$ cat src/rtl/life_engine.sv
// life_engine: Game-of-Life generation engine over a WIDTH x HEIGHT register board.
// One generation per step request, swept top to bottom one row per clock and
// written back in place. Rows are loaded through a write port in IDLE and read
// back through a registered display port.
// Optional feature: define LIFE_WRAP_EN to make the board a torus; otherwise
// every off-board cell reads as dead.
module life_engine #(
    parameter int WIDTH  = 8,
    parameter int HEIGHT = 8,
    parameter int AW     = $clog2(HEIGHT)
) (
    input  logic             ph1,
    input  logic             reset,
    input  logic             load_valid,
    input  logic [AW-1:0]    load_addr,
    input  logic [WIDTH-1:0] load_row,
    input  logic             step,
    output logic             busy,
    output logic             done,
    output logic             extinct,
    output logic [15:0]      gen_count,
    input  logic [AW-1:0]    rd_addr,
    output logic [WIDTH-1:0] rd_row
);

    localparam logic [1:0] IDLE  = 2'd0;
    localparam logic [1:0] SWEEP = 2'd1;
    localparam logic [1:0] DONE  = 2'd2;

    localparam logic [AW-1:0] LAST_ROW = AW'(HEIGHT - 1);

    logic [1:0]       state;
    logic [AW-1:0]    r;
    logic [WIDTH-1:0] board [HEIGHT];
    logic [WIDTH-1:0] prev_orig;
    logic             any_live;

    logic [WIDTH-1:0] cur_row;
    logic [WIDTH-1:0] above_row;
    logic [WIDTH-1:0] below_row;
    logic [WIDTH-1:0] top_bnd;
    logic [WIDTH-1:0] bot_bnd;
    logic [WIDTH-1:0] next_row;
    logic [WIDTH+1:0] above_e;
    logic [WIDTH+1:0] cur_e;
    logic [WIDTH+1:0] below_e;
    logic [AW-1:0]    below_idx;
    logic             load_in_range;
    logic             rd_in_range;

`ifdef LIFE_WRAP_EN
    logic [WIDTH-1:0] first_orig;
`endif

    // Address range qualification; trivially true when HEIGHT fills the address space.
    generate
        if ((2 ** AW) == HEIGHT) begin : g_full_range
            assign load_in_range = 1'b1;
            assign rd_in_range   = 1'b1;
        end else begin : g_part_range
            localparam logic [AW:0] HEIGHT_W = (AW + 1)'(HEIGHT);
            assign load_in_range = ({1'b0, load_addr} < HEIGHT_W);
            assign rd_in_range   = ({1'b0, rd_addr} < HEIGHT_W);
        end
    endgenerate

    assign busy = (state == SWEEP);
    assign done = (state == DONE);

    // Assemble the three-row neighbourhood of the row being swept, with edge padding.
    always_comb begin
        below_idx = (r == LAST_ROW) ? '0 : r + 1'b1;
        cur_row   = board[r];
`ifdef LIFE_WRAP_EN
        // Sweep runs top-down, so the last row is still the original generation at r==0.
        top_bnd = board[HEIGHT-1];
        bot_bnd = first_orig;
`else
        top_bnd = '0;
        bot_bnd = '0;
`endif
        above_row = (r == '0) ? top_bnd : prev_orig;
        below_row = (r == LAST_ROW) ? bot_bnd : board[below_idx];
`ifdef LIFE_WRAP_EN
        above_e = {above_row[0], above_row, above_row[WIDTH-1]};
        cur_e   = {cur_row[0], cur_row, cur_row[WIDTH-1]};
        below_e = {below_row[0], below_row, below_row[WIDTH-1]};
`else
        above_e = {1'b0, above_row, 1'b0};
        cur_e   = {1'b0, cur_row, 1'b0};
        below_e = {1'b0, below_row, 1'b0};
`endif
    end

    // Neighbour count and survival/birth rule for every column of the swept row.
    always_comb begin
        logic [3:0] sum;
        next_row = '0;
        sum      = '0;
        for (int unsigned c = 0; c < WIDTH; c++) begin
            // Extended vectors are offset by one: column c sits at bit c+1.
            sum = 4'(above_e[c]) + 4'(above_e[c+1]) + 4'(above_e[c+2])
                + 4'(cur_e[c])                      + 4'(cur_e[c+2])
                + 4'(below_e[c]) + 4'(below_e[c+1]) + 4'(below_e[c+2]);
            next_row[c] = (sum == 4'd3) || (cur_row[c] && (sum == 4'd2));
        end
    end

    // Control FSM, sweep bookkeeping and generation statistics.
    always_ff @(posedge ph1) begin
        if (reset) begin
            state     <= IDLE;
            r         <= '0;
            prev_orig <= '0;
            any_live  <= 1'b0;
            extinct   <= 1'b0;
            gen_count <= '0;
`ifdef LIFE_WRAP_EN
            first_orig <= '0;
`endif
        end else begin
            case (state)
                IDLE: begin
                    if (step) begin
                        state    <= SWEEP;
                        r        <= '0;
                        any_live <= 1'b0;
                    end
                end
                SWEEP: begin
                    prev_orig <= cur_row;
`ifdef LIFE_WRAP_EN
                    if (r == '0) begin
                        first_orig <= cur_row;
                    end
`endif
                    any_live <= any_live | (|next_row);
                    if (r == LAST_ROW) begin
                        // Statistics land on the edge that enters DONE, so the final row is folded in here.
                        state     <= DONE;
                        extinct   <= ~(any_live | (|next_row));
                        gen_count <= gen_count + 16'd1;
                    end else begin
                        r <= r + 1'b1;
                    end
                end
                DONE: begin
                    state <= IDLE;
                end
                default: begin
                    state <= IDLE;
                end
            endcase
        end
    end

    // Board storage: cleared on reset, loaded in IDLE, rewritten row by row in SWEEP.
    always_ff @(posedge ph1) begin
        if (reset) begin
            for (int unsigned i = 0; i < HEIGHT; i++) begin
                board[i] <= '0;
            end
        end else if (state == IDLE) begin
            if (load_valid && load_in_range) begin
                board[load_addr] <= load_row;
            end
        end else if (state == SWEEP) begin
            board[r] <= next_row;
        end
    end

    // Registered display read port.
    always_ff @(posedge ph1) begin
        if (reset) begin
            rd_row <= '0;
        end else begin
            rd_row <= rd_in_range ? board[rd_addr] : '0;
        end
    end

endmodule
$ cat config.mk
export PLATFORM = sky130hd
export DESIGN_NAME = life_engine
export DESIGN_NICKNAME = d
export VERILOG_FILES = /design/src/rtl/life_engine.sv
export SDC_FILE = /design/constraint.sdc
export NUM_CORES = 1
export LEC_CHECK = 0
export CORE_UTILIZATION = 40
export CTS_CLUSTER_DIAMETER = 150
export DETAILED_ROUTE_END_ITERATION = 8
export GPL_TIMING_DRIVEN = 0
export PLACE_DENSITY = 0.55
export SYNTH_ARGS = -nofsm -noshare
export SYNTH_HDL_FRONTEND = slang
export SYNTH_SLANG_ARGS = --single-unit
export TNS_END_PERCENT = 1
$ cat constraint.sdc
create_clock -name ph1 -period 5.9 [get_ports ph1]
set_clock_uncertainty 0.05 [all_clocks]
set_input_delay 0.59 -clock ph1 [delete_from_list [all_inputs] [get_ports ph1]]
set_output_delay 0.59 -clock ph1 [all_outputs]
set_load 0.03 [all_outputs]
==> metrics.txt <==
# TYPE chip_impl_metric gauge
chip_impl_metric{name="avgRoutedWirePerCell",unit="µm"} 20.8
chip_impl_metric{name="grt_pass1_wl",unit="mm"} 28.4
chip_impl_metric{name="max_slew_margin",unit=""} 0.408
chip_impl_metric{name="globalRouteTotalUtil",unit=""} 0.221
chip_impl_metric{name="drt-initial-drc-count",unit=""} 392
chip_impl_metric{name="postLayoutCellArea",unit="µm²"} 7700
chip_impl_metric{name="timing_hold_violations_final",unit=""} 0
chip_impl_info{name="final_cell_mix",value="105 x sky130_fd_sc_hd__nor2_1, 64 x sky130_fd_sc_hd__edfxtp_1, 53 x sky130_fd_sc_hd__nand2_1"} 1
chip_impl_metric{name="setup-violations-final",unit=""} 0
chip_impl_metric{name="fraction_of_layout_instances_using_a_drive_strength_above_1",unit=""} 0.152
chip_impl_metric{name="routed-via-count",unit=""} 4841
chip_impl_metric{name="syn-num-nets",unit=""} 665
chip_impl_info{name="grt_setup_unrepaired",value="no"} 1
chip_impl_metric{name="power_per_cell_area",unit="nW/µm²"} 246
chip_impl_metric{name="gp_congestion",unit=""} 0.852
chip_impl_metric{name="cts.sinks",unit=""} 106
chip_impl_metric{name="p_total",unit="mW"} 1.89
chip_impl_metric{name="final_cell_count_no_fill",unit=""} 871
chip_impl_metric{name="clkTransAtPathRegs",unit="ps"} 70
chip_impl_metric{name="critical_path_required",unit="ps"} 6060
chip_impl_metric{name="global_route_congestion_overflow_total",unit=""} 0
chip_impl_metric{name="synthDominantCellAreaShare",unit=""} 0.285
chip_impl_info{name="reg2reg_to",value="board[2][1]"} 1
chip_impl_metric{name="floorplan.initialDensity",unit=""} 0.408
chip_impl_metric{name="post_synthesis_average_cell_area",unit="µm²"} 11.3
chip_impl_info{name="crit_path_start_kind",value="flip-flop"} 1
chip_impl_info{name="mostFrequentLayoutCell",value="sky130_fd_sc_hd__nor2_1"} 1
chip_impl_metric{name="critical_path_peak_fanout",unit=""} 10
chip_impl_metric{name="htree_num_levels",unit=""} 3
chip_impl_metric{name="area_of_the_die",unit="µm²"} 17400
chip_impl_metric{name="synth.lib_cells_used.distinct",unit=""} 57
chip_impl_metric{name="ys_warn_count",unit=""} 0
chip_impl_metric{name="number_of_flops_mapped_to_enable_cells_by_yosys",unit=""} 64
chip_impl_metric{name="y_dimension_of_the_die",unit="µm"} 132
chip_impl_metric{name="rrSetupSlack",unit="ps"} 500
chip_impl_metric{name="floorplan.die.width",unit="µm"} 132
chip_impl_metric{name="synth.ff_latch_count",unit=""} 106
chip_impl_metric{name="worst_ep_arrival_time",unit="ps"} 5560
chip_impl_info{name="crit_path_start",value="r[0]"} 1
chip_impl_metric{name="routed_wirelength",unit="mm"} 18.1
chip_impl_metric{name="grt_antenna_before_repair",unit=""} 0
chip_impl_metric{name="placedInstanceArea",unit="µm²"} 7420
chip_impl_info{name="setup.worst_path.class",value="reg -> reg"} 1
chip_impl_metric{name="num_antenna_cells",unit=""} 0
chip_impl_metric{name="cell_count_of_the_worst_reg_to_reg_path",unit=""} 16
chip_impl_info{name="cts_tree",value="done"} 1
chip_impl_metric{name="drc_errors",unit=""} 2
chip_impl_metric{name="layout_min_cycle_time",unit="ps"} 5400
chip_impl_metric{name="async_reset_ff_frac",unit=""} 0
chip_impl_metric{name="synth-seq-area-share",unit=""} 0.409
chip_impl_metric{name="flow.area_growth_from_synthesis",unit="%"} 14.1
chip_impl_metric{name="cts.path.max_buffers",unit=""} 2
chip_impl_metric{name="io_pins",unit=""} 45
chip_impl_metric{name="maxSlewViolCount",unit=""} 0
chip_impl_metric{name="post_cts_resized",unit=""} 0
chip_impl_metric{name="number_of_global_route_vias_before_repair",unit=""} 4925
chip_impl_metric{name="achievable-frequency",unit="MHz"} 185
chip_impl_info{name="worst_setup_path_end_kind",value="flip-flop"} 1
chip_impl_metric{name="numCtsBuffers",unit=""} 9
chip_impl_metric{name="drv.max_cap_violation_count",unit=""} 0
chip_impl_metric{name="p_leak",unit="nW"} 2.94
chip_impl_metric{name="clock_insertion_delay_worst_skew",unit="ps"} 360
chip_impl_metric{name="final_worst_path_period_share",unit=""} 0.916
chip_impl_metric{name="worst_ir_drop_vdd",unit="mV"} 0.176
chip_impl_metric{name="grt_max_degree",unit=""} 18
chip_impl_metric{name="netlist_area",unit="µm²"} 6750
chip_impl_metric{name="num-nets-final",unit=""} 716
chip_impl_metric{name="antenna_violating_nets_post_route",unit=""} 0
chip_impl_info{name="startpoint_of_the_lowest_slack_register_to_register_path",value="r[0]"} 1
chip_impl_info{name="endpoint",value="board[2][1]"} 1
chip_impl_metric{name="cts-hold-fix-buffers",unit=""} 0
chip_impl_info{name="postSynth.topFlopCell",value="sky130_fd_sc_hd__edfxtp_1"} 1
chip_impl_metric{name="place_inst",unit=""} 855
chip_impl_info{name="violations",value="design-rule violations"} 1
chip_impl_metric{name="actual_slew_at_the_worst_max_slew_pin",unit="ps"} 888
chip_impl_info{name="hp-class",value="reg -> reg"} 1
chip_impl_metric{name="design.core.area",unit="µm²"} 16500
chip_impl_metric{name="dp_hpwl",unit="mm"} 13.8
chip_impl_metric{name="io_buffers",unit=""} 40
chip_impl_info{name="synth_largest_area_cell",value="sky130_fd_sc_hd__edfxtp_1"} 1
chip_impl_metric{name="rows",unit=""} 47
chip_impl_info{name="top_area_cells_in_the_synthesized_netlist",value="sky130_fd_sc_hd__edfxtp_1 28%, sky130_fd_sc_hd__mux4_2 13%, sky130_fd_sc_hd__dfxtp_1 12%, sky130_fd_sc_hd__fa_1 8.3%, sky130_fd_sc_hd__nor2_1 5.8%"} 1
chip_impl_metric{name="count_of_mapped_cells_out_of_synthesis",unit=""} 595
chip_impl_info{name="status",value="complete, but fails checks"} 1
chip_impl_metric{name="post_cts_setup_driven_buffer_insertion_count",unit=""} 0
chip_impl_info{name="clk_root_buffer_cell",value="sky130_fd_sc_hd__clkbuf_16"} 1
chip_impl_metric{name="drt_via_density",unit=""} 5.56
chip_impl_metric{name="fin_setup_tns",unit="ps"} 0
chip_impl_metric{name="drtPass1Iterations",unit=""} 7
chip_impl_metric{name="final.hold.worst_slack",unit="ps"} 405
-- synthesized netlist by cell type, types with 2 or more instances --
master,instances
sky130_fd_sc_hd__mux2_4,3
sky130_fd_sc_hd__o21ai_1,2
sky130_fd_sc_hd__o21ai_0,3
sky130_fd_sc_hd__o221ai_2,2
sky130_fd_sc_hd__a21oi_1,24
sky130_fd_sc_hd__mux2_1,7
sky130_fd_sc_hd__buf_2,7
sky130_fd_sc_hd__clkbuf_1,17
sky130_fd_sc_hd__buf_1,2
sky130_fd_sc_hd__nand3b_1,3
sky130_fd_sc_hd__a21oi_4,3
sky130_fd_sc_hd__nor2_2,10
sky130_fd_sc_hd__mux4_2,38
sky130_fd_sc_hd__a21o_1,2
sky130_fd_sc_hd__o22ai_1,5
sky130_fd_sc_hd__nor2b_1,5
sky130_fd_sc_hd__mux2i_1,18
sky130_fd_sc_hd__a22o_1,2
sky130_fd_sc_hd__o21a_1,4
sky130_fd_sc_hd__nor2_1,105
sky130_fd_sc_hd__and3_1,3
sky130_fd_sc_hd__nand2b_1,17
sky130_fd_sc_hd__nand2_1,53
sky130_fd_sc_hd__and4_1,2
sky130_fd_sc_hd__fa_1,28
sky130_fd_sc_hd__edfxtp_1,64
sky130_fd_sc_hd__inv_1,29
sky130_fd_sc_hd__nand3_1,10
sky130_fd_sc_hd__and2_1,4
sky130_fd_sc_hd__nand4_1,6
sky130_fd_sc_hd__xnor2_1,3
sky130_fd_sc_hd__mux2_2,3
sky130_fd_sc_hd__a221oi_2,2
sky130_fd_sc_hd__buf_6,2
sky130_fd_sc_hd__xor2_1,12
sky130_fd_sc_hd__ha_1,24
sky130_fd_sc_hd__nor3_1,10
sky130_fd_sc_hd__dfxtp_1,42
-- logic make-up (layout without fill, tap and decap cells) --
kind of cell    Yosys count  count (layout)  synth area share
xor+xnor                 15              15            0.0195
compound gates           61              61            0.0734
buf+inv                  61             117            0.0393
simple gates            231             231             0.154
mux                      69              69             0.177
flops                   106             106             0.409
fa+ha+maj                52              52             0.128
-- state kept, by name (all words and copies together), names as in the netlist, named ones only --
signal	cells
prev_orig	8
gen_count	16
extinct	1
board	64
r	3
rd_row	8
state	2
any_live	1
-- metrics by stage --
| stage | setup WS [ps] | util |
|---|---|---|
| 2_1_floorplan | 1300 | - |
| 3_3_place_gp | 552 | 0.449 |
| 3_5_place_dp | 485 | 0.449 |
| 4_1_cts | 472 | 0.466 |
| 5_1_grt | 130 | 0.466 |
| 6_report | 496 | 0.466 |
-- worst min path at each step --
stage / startpoint / endpoint / cells after the start
finish: prev_orig[7] / prev_orig[7] / 2
global route: prev_orig[2] / prev_orig[2] / 2
CTS: prev_orig[7] / prev_orig[7] / 2
detailed placement: prev_orig[7] / prev_orig[7] / 2
global placement: prev_orig[7] / prev_orig[7] / 2
floorplan: prev_orig[0] / prev_orig[0] / 2
-- report_power, final --
| group | switching (mW) | internal (mW) |
|---|---|---|
| combinational | 0.276 | 0.201 |
| sequential | 0.0226 | 0.818 |
| clock | 0.278 | 0.298 |
| total | 0.577 | 1.32 |
-- final cells by class --
| cell class | instances | area [µm²] |
|---|---|---|
| clock inverters | 6 | 40.0 |
| well taps | 220 | 275 |
| plain buffers | 30 | 149 |
| multi-input cells | 428 | 3720 |
| flip-flops and latches | 106 | 2760 |
| clock buffers | 10 | 239 |
| fillers | 1550 | 8820 |
| repair buffers | 40 | 400 |
| inverters | 31 | 116 |
-- metal layers --
metal | global-route usage | part of all wire | vias to the layer above | wire [µm]
met5 | 0 | 0 | - | 0
met4 | 0.103 | 0.039 | 0 | 699
li1 | - | - | 2219 | -
met1 | 0.276 | 0.42 | 2412 | 7580
met3 | 0.0338 | 0.044 | 44 | 801
met2 | 0.377 | 0.50 | 166 | 9020
-- critical path, cell delays in order, from the launching register on --
cell	delay [ps]
sky130_fd_sc_hd__dfxtp_1	360
sky130_fd_sc_hd__clkbuf_1	560
sky130_fd_sc_hd__clkbuf_1	670
sky130_fd_sc_hd__mux4_2	360
sky130_fd_sc_hd__nand2_1	80
sky130_fd_sc_hd__a21oi_1	350
sky130_fd_sc_hd__fa_1	500
sky130_fd_sc_hd__fa_1	510
sky130_fd_sc_hd__inv_1	50
sky130_fd_sc_hd__fa_1	410
sky130_fd_sc_hd__fa_1	410
sky130_fd_sc_hd__nor2_1	100
sky130_fd_sc_hd__nand3_1	80
sky130_fd_sc_hd__a21oi_1	130
sky130_fd_sc_hd__o21ai_1	130
sky130_fd_sc_hd__o21a_1	350
sky130_fd_sc_hd__nor2_1	150
No activity file was read; power rests on OpenSTA's default activity.
